## config.mk

```make
export PLATFORM = sky130hd
export DESIGN_NAME = ps2_host_tx
export DESIGN_NICKNAME = d
export VERILOG_FILES = /design/src/rtl/ps2_host_tx.sv
export SDC_FILE = /design/constraint.sdc
export NUM_CORES = 1
export LEC_CHECK = 0
export BUFFER_PORTS_ARGS = -buffer_cell sky130_fd_sc_hd__buf_2
export CAP_MARGIN = 20
export CORE_MARGIN = 3
export CORE_UTILIZATION = 25
export DETAILED_ROUTE_END_ITERATION = 10
export HOLD_SLACK_MARGIN = 0.15
export PLACE_DENSITY = 0.48
export SYNTH_ARGS = -nofsm -noshare
export SYNTH_HDL_FRONTEND = slang
export SYNTH_SLANG_ARGS = --single-unit
```

## constraint.sdc

```tcl
create_clock -name clock -period 3.3 [get_ports clock]
set_clock_uncertainty 0.2 [all_clocks]
set_input_delay 0.165 -clock clock [delete_from_list [all_inputs] [get_ports clock]]
set_output_delay 0.165 -clock clock [all_outputs]
set_load 0.02 [all_outputs]
```

## src/rtl/ps2_host_tx.sv

```systemverilog
// PS/2 host-to-device transmitter: request-to-send, shift one command byte with odd
// parity on device clock falls, then report ack (done), nack or timeout.
module ps2_host_tx #(
  parameter int unsigned INHIBIT_CYCLES     = 5000,
  parameter int unsigned FIRST_EDGE_TIMEOUT = 750000,
  parameter int unsigned XFER_TIMEOUT       = 100000,
  parameter int unsigned FILTER_LEN         = 8
) (
  input  logic       clock,
  input  logic       reset,
  input  logic       tx_valid,
  input  logic [7:0] tx_data,
  output logic       busy,
  input  logic       ps2_clk_in,
  input  logic       ps2_data_in,
  output logic       ps2_clk_oe,
  output logic       ps2_data_oe,
  output logic       done,
  output logic       nack_err,
  output logic       timeout_err
);
  localparam int FW = $clog2(FILTER_LEN + 1);
  localparam logic [FW-1:0] FCNT_LAST = FW'(FILTER_LEN - 1);
  localparam logic [19:0]   INH_LAST  = 20'(INHIBIT_CYCLES - 1);
  localparam logic [19:0]   FE_LAST   = 20'(FIRST_EDGE_TIMEOUT - 1);
  localparam logic [19:0]   XF_LAST   = 20'(XFER_TIMEOUT - 1);

  typedef enum logic [2:0] {S_IDLE, S_INHIBIT, S_REQ, S_SHIFT, S_ACK, S_WAIT_IDLE} state_t;

  logic          clk_s1_q, clk_s2_q, dat_s1_q, dat_s2_q;
  logic          filt_q, filt_d, fall_q;
  logic [FW-1:0] fcnt_q, fcnt_d;

  state_t        state_q;
  logic          busy_q, clk_oe_q, dat_oe_q, done_q, nack_q, to_q;
  logic [19:0]   timer_q;
  logic [3:0]    idx_q, idx_n;
  logic [7:0]    data_q;
  logic          par_q, nxt_bit;

  // Idle PS/2 lines float high, so the synchronizers and filter start at 1.
  always_ff @(posedge clock or posedge reset) begin
    if (reset) begin
      clk_s1_q <= 1'b1;
      clk_s2_q <= 1'b1;
      dat_s1_q <= 1'b1;
      dat_s2_q <= 1'b1;
      filt_q   <= 1'b1;
      fcnt_q   <= '0;
      fall_q   <= 1'b0;
    end else begin
      clk_s1_q <= ps2_clk_in;
      clk_s2_q <= clk_s1_q;
      dat_s1_q <= ps2_data_in;
      dat_s2_q <= dat_s1_q;
      filt_q   <= filt_d;
      fcnt_q   <= fcnt_d;
      fall_q   <= filt_q & ~filt_d;
    end
  end

  always_comb begin
    filt_d = filt_q;
    fcnt_d = '0;
    if (clk_s2_q != filt_q) begin
      if (fcnt_q == FCNT_LAST) filt_d = clk_s2_q;
      else                     fcnt_d = fcnt_q + 1'b1;
    end
  end

  // Frame after the start bit: data[0..7], parity, stop (1).
  assign idx_n = idx_q + 4'd1;
  always_comb begin
    nxt_bit = 1'b1;
    if (idx_n < 4'd8)       nxt_bit = data_q[idx_n[2:0]];
    else if (idx_n == 4'd8) nxt_bit = par_q;
  end

  always_ff @(posedge clock or posedge reset) begin
    if (reset) begin
      state_q  <= S_IDLE;
      busy_q   <= 1'b0;
      clk_oe_q <= 1'b0;
      dat_oe_q <= 1'b0;
      done_q   <= 1'b0;
      nack_q   <= 1'b0;
      to_q     <= 1'b0;
      timer_q  <= '0;
      idx_q    <= '0;
      data_q   <= '0;
      par_q    <= 1'b0;
    end else begin
      done_q  <= 1'b0;
      nack_q  <= 1'b0;
      to_q    <= 1'b0;
      timer_q <= timer_q + 20'd1;
      unique case (state_q)
        S_IDLE: begin
          // busy lingers one cycle after a result pulse, which blocks acceptance here.
          busy_q   <= 1'b0;
          clk_oe_q <= 1'b0;
          dat_oe_q <= 1'b0;
          if (tx_valid && !busy_q) begin
            data_q   <= tx_data;
            par_q    <= ~^tx_data;
            busy_q   <= 1'b1;
            clk_oe_q <= 1'b1;
            timer_q  <= '0;
            state_q  <= S_INHIBIT;
          end
        end
        S_INHIBIT: begin
          if (timer_q == INH_LAST) begin
            clk_oe_q <= 1'b0;
            dat_oe_q <= 1'b1;
            timer_q  <= '0;
            state_q  <= S_REQ;
          end
        end
        S_REQ: begin
          if (fall_q) begin
            dat_oe_q <= ~data_q[0];
            idx_q    <= '0;
            timer_q  <= '0;
            state_q  <= S_SHIFT;
          end else if (timer_q == FE_LAST) begin
            clk_oe_q <= 1'b0;
            dat_oe_q <= 1'b0;
            to_q     <= 1'b1;
            state_q  <= S_IDLE;
          end
        end
        S_SHIFT: begin
          if (fall_q) begin
            idx_q    <= idx_n;
            dat_oe_q <= ~nxt_bit;
            if (idx_q == 4'd8) state_q <= S_ACK;
          end else if (timer_q == XF_LAST) begin
            clk_oe_q <= 1'b0;
            dat_oe_q <= 1'b0;
            to_q     <= 1'b1;
            state_q  <= S_IDLE;
          end
        end
        S_ACK: begin
          if (fall_q) begin
            if (dat_s2_q) begin
              nack_q  <= 1'b1;
              state_q <= S_IDLE;
            end else begin
              state_q <= S_WAIT_IDLE;
            end
          end else if (timer_q == XF_LAST) begin
            clk_oe_q <= 1'b0;
            dat_oe_q <= 1'b0;
            to_q     <= 1'b1;
            state_q  <= S_IDLE;
          end
        end
        S_WAIT_IDLE: begin
          if (clk_s2_q && dat_s2_q) begin
            done_q  <= 1'b1;
            state_q <= S_IDLE;
          end else if (timer_q == XF_LAST) begin
            clk_oe_q <= 1'b0;
            dat_oe_q <= 1'b0;
            to_q     <= 1'b1;
            state_q  <= S_IDLE;
          end
        end
        default: state_q <= S_IDLE;
      endcase
    end
  end

  assign busy        = busy_q;
  assign ps2_clk_oe  = clk_oe_q;
  assign ps2_data_oe = dat_oe_q;
  assign done        = done_q;
  assign nack_err    = nack_q;
  assign timeout_err = to_q;
endmodule

```

==> flow_summary.ini, run 1 <==
[finish]
fillCellCount = 1109
final_cell_mix = 47 x dfrtp_1, 36 x nor2_1, 27 x nand2_1
seqCellArea_um2 = 1310
utilization = 0.306
area_growth_pct = 17.7
drive_above_1_share = 0.162
final_common_cell = dfrtp_1
multi_input_area_um2 = 1340
nets = 321
diodes = 0

[detailed_routing]
wl_met3_um = 125
met1_length_um = 2680
postRouteAntennaNets = 0
dr_wl_met2_um = 2610
drcViolationCount = 0
wl_um = 5520
wl_per_cell_um = 12.6
drt_iter0_markers = 95
viasPerCell = 4.51
dr_total_vias = 1976
highest_layer = met4
drt_first_pass_iters = 4

[die]
io-pin-count = 19
core_area_um2 = 10500
die_y_um = 110
die-area_um2 = 12200
initial_utilization = 0.260
num_rows = 37
die_w_um = 110

[cts]
post_cts_resize_count = 0
clk_pin_slew_ns = 0.09
clockBufferDepth = 2
cts_made_buffers = 5
cts_tree = yes
clock_latency_ns = 0.31
root_buffer = clkbuf_8
cts_sinks = 52
h-tree-depth = 2

[power_and_ir_drop]
switching_power_uw = 391
pwr-share-clk = 0.317
power.density_nw_per_um2 = 454
combPwrFrac = 0.142
power_frac_seq = 0.541
switching_share = 0.270
p_leak_uw = 0.00146
peakVddDrop_v = 0.000170
p_int_uw = 1060

[global_route]
grt.total_usage = 0.0997
grt_antenna_before_repair = 0
grt_pass1_wl_um = 9610
grt_pass1_vias = 1989
grt_start_max_net_pins = 36
grt_remaining_overflow = 0

[synth]
syn_inst = 270
synth_edf_count = 0
ys_seq_elements = 52
avgSynthCellArea_um2 = 10.1
ys.flop_type = dfrtp_1
synth_cell_type_count = 44
syn_nets = 290
syn_area_um2 = 2720
yosysSeqAreaShare = 0.481
yosysWarnings = 0
synthDominantCellAreaShare = 0.433
async_flop_share = 1.00
yosysTopAreaCell = dfrtp_1
synth_area_leaders = dfrtp_1 43%, xnor2_1 5.2%, nor2_1 5.0%, dfstp_2 4.8%, mux2_2 4.1%

[status]
status = finished clean

[hold_path]
hold_depth = 0
min_path_type = register to register

[timing]
slew_headroom = 0.504
layout_min_cycle_time_ns = 2.53
fin_crit_sh = 0.766
worstMarginPinSlew_ns = 0.745
rsz0062_at_grt = no
hold_violations = 0
hold_ws_ns = 0.161
drv_slew = 0
setup_viol = 0
fmax_ghz = 0.396
setup_tns_ns = 0

[worst_setup_path]
worstSetupPathType = register to register
crit_required_ns = 3.27
cp.arrival_ns = 2.49
crit_fanout = 20
r2r_cells = 6
startpoint_type = register
crit_path_end_kind = register

[flow_run]
max_cap_violations = 0

[placement]
port_buffers = 18
hpwl_um = 4040
place_congestion = 0.790
cell families after synthesis:
kind of cell,Yosys count,synth area share
and+or+nand+nor,120,0.230
AOI/OAI and AO/OA,32,0.0760
xor gates and xnor gates,28,0.0903
DFF,52,0.481
adders and majority gates,7,0.0322
buffers and inverters,17,0.0244
muxes,14,0.0659
synth_stat cells, types with 7 or more instances:
cell type and number:
nor3_1 11, nand2_1 27, dfrtp_1 47, and3_1 8
mux2_2 10, xnor2_1 16, a21oi_1 8, o21ai_0 10
inv_1 10, nor2_1 36, ha_1 7, nand3_1 12
xor2_1 12
final timing paths:
path	slack (ns)	from	to
worst max-delay path	0.77	timer_q[11]	timer_q[19]
worst min-delay path	0.16	dat_s1_q	dat_s2_q
worst max register to register	0.77	timer_q[11]	timer_q[19]
worst min register to register	0.16	dat_s1_q	dat_s2_q
max in group asynchronous	1.84	reset	idx_q[0]
min in group asynchronous	0.33	reset	timer_q[5]
through the flow:
| stage | setup WS (ns) | area, µm² | cells | power [µW] |
|---|---|---|---|---|
| detailed placement | 0.745 | 2960 | 418 | 996 |
| global route | 0.552 | 3200 | 438 | 1540 |
| global placement | 0.802 | 2960 | 418 | 991 |
| CTS | 0.723 | 3200 | 438 | 1480 |
| finish | 0.773 | 3200 | 438 | 1450 |
| floorplan | 1.16 | 2720 | 270 | 929 |
area by class of cell:
cell class,count,area share
multi-input combinational,201,0.420
sequential,52,0.409
timing repair buffer,31,0.0681
tap,136,0.0532
clock buffer,6,0.0258
clock inverter,2,0.0121
inverter,10,0.0117
what timing repair did:
item	4_1_cts	5_1_grt
hold endpoints to repair	40	0
hold buffers	12	0
buffers inserted	0	0
state kept, by name (all words and copies together) (netlist names), 3 cells and up:
signal	count
state_q	3
fcnt_q	4
idx_q	4
timer_q	20
data_q	8
routing by layer:
metal,global-route usage,vias to the layer above
met5,0,-
met1,0.135,958
met4,0.0343,0
li1,-,989
met2,0.161,21
met3,0.0175,8
power groups by stage:
stage                     Sequential [µW]  Combinational (µW)  Clock [µW]
final                                 784                 206         460
after global routing                  796                 232         509
after CTS                             786                 210         482
after detailed placement              800                 196           0
after global placement                795                 196           0
after floorplan                       781                 148           0
critical path, stage by stage (launching register included):
cell,delay [ns]
dfrtp_1,0.44
nor4b_2,0.29
and4_1,0.26
a21oi_1,0.10
a21oi_1,0.27
and3b_1,0.70
nor2_1,0.12
No activity file was read; power rests on OpenSTA's default activity.
==> run 2: changes to the inputs <==
Settings changed: PLACE_DENSITY 0.48 to 0.49.
Clock period 3.3 ns to 2.2 ns, I/O delays scaled along.
==> flow_summary.ini, run 2 (synthesis results as in run 1) <==
[status]
status = finished with violations
violations = negative setup slack

[worst_setup_path]
cp.arrival_ns = 2.24
worstSetupPathType = register to register
r2r_start = timer_q[6]
max_stage_delay_ns = 0.41
crit_path_cell_trace = nor4b_2, and4_1, a21oi_2, a311o_1, a211oi_2, mux2_1
startpoint_type = register
crit_required_ns = 2.20
critPathSlowestCell = dfrtp_1
crit_family = simple AND/OR/NAND/NOR gates
path_buf_inv = 0
critPathLaunch = timer_q[6]
crit_fanout = 2
crit_path_end_kind = register
r2r_end = ps2_clk_oe
crit_cells = 6
ff2ff_setup_slack_ns = -0.05
r2r_cells = 6

[global_route]
top_usage_layer = met2
grt.total_usage = 0.106
grt_antenna_before_repair = 0
grt.met2_usage = 0.174
use_met3 = 0.0163
grt_pass1_vias = 2106
grt_remaining_overflow = 0
grt_util_met1 = 0.143
grt_pass1_wl_um = 10300
grt_start_max_net_pins = 53

[finish]
reg.largest.list = timer_q (20), data_q (8)
diodes = 0
final_common_cell = dfrtp_1
largest_reg_flops = 20
top_register = timer_q
utilization = 0.334
drive_above_1_share = 0.273
area_growth_pct = 28.7
nets = 356
final_cell_mix = 47 x dfrtp_1, 35 x buf_4, 34 x nor2_1

[power_and_ir_drop]
peakVddDrop_v = 0.000275
power.density_nw_per_um2 = 640
p_leak_uw = 0.00164

[die]
die-area_um2 = 12200
core_area_um2 = 10500
die_w_um = 110
num_rows = 37
die_y_um = 110
io-pin-count = 19
initial_utilization = 0.260

[detailed_routing]
viasPerCell = 4.49
drt_first_pass_iters = 4
wl_per_cell_um = 12.7
wl_um = 6020
drt_iter0_markers = 121
drcViolationCount = 0
postRouteAntennaNets = 0
dr_total_vias = 2122

[cts]
clk_pin_slew_ns = 0.10
cts_made_buffers = 5
clockBufferDepth = 2
h-tree-depth = 2
clock_latency_ns = 0.30
cts_tree = yes
root_buffer = clkbuf_8
cts_sinks = 52

[hold_path]
hp-start = clk_s1_q
hold_depth = 0
min_path_type = register to register
hold_end = clk_s2_q

[placement]
hpwl_um = 4280
port_buffers = 18
place_congestion = 0.857

[timing]
rsz0062_at_grt = yes
fin_crit_sh = 1.02
worstMarginPinSlew_ns = 0.670
slew_headroom = 0.553
hold_violations = 0
fmax_ghz = 0.445
layout_min_cycle_time_ns = 2.25
hold_ws_ns = 0.166
setup_viol = 1
drv_slew = 0
worst_slack_ns = -0.0468

[flow_run]
max_cap_violations = 0
==> run 2: where the power goes <==
group	switching (µW)	internal [µW]
combinational	215	220
sequential	78.1	1070
clock	322	337
==> run 2: area by class of cell <==
type | count | area (µm²)
fillers | 1098 | 6970
multi-input cells | 201 | 1380
flip-flops and latches | 52 | 1310
repair buffers | 66 | 493
well taps | 136 | 170
clock buffers | 5 | 68.8
clock inverters | 3 | 42.5
inverters | 10 | 37.5
==> run 2: metal layers <==
metal	share of wire	wire [µm]
met5	0	0
met3	0.018	106
met4	0.015	89
met2	0.49	2970
met1	0.47	2850
==> run 2: worst max path at each step <==
stage / slack (ns) / to
3_5_place_dp: -0.07 / ps2_clk_oe
3_3_place_gp: -0.005 / ps2_clk_oe
2_1_floorplan: 0.06 / ps2_clk_oe
5_1_grt: -0.17 / ps2_clk_oe
6_report: -0.05 / ps2_clk_oe
4_1_cts: -0.10 / ps2_clk_oe
==> run 2: per-stage QoR <==
stage	area [µm²]	power (µW)	setup TNS [ns]	setup WS, ns	cells
after floorplan	2720	1390	0	0.0615	270
after global placement	3220	1570	-0.00545	-0.00545	452
after detailed placement	3220	1580	-0.0888	-0.0746	452
after CTS	3460	2270	-0.121	-0.101	472
after global routing	3500	2390	-0.825	-0.169	473
final	3500	2240	-0.0468	-0.0468	473
==> run 2: repair_timing <==
action,4_1_cts,5_1_grt
pin swaps,4,9
setup buffers,0,1
hold buffers,12,0
endpoints found under the setup margin,2,25
endpoints found under the hold margin,60,0
gates resized for setup,1,8
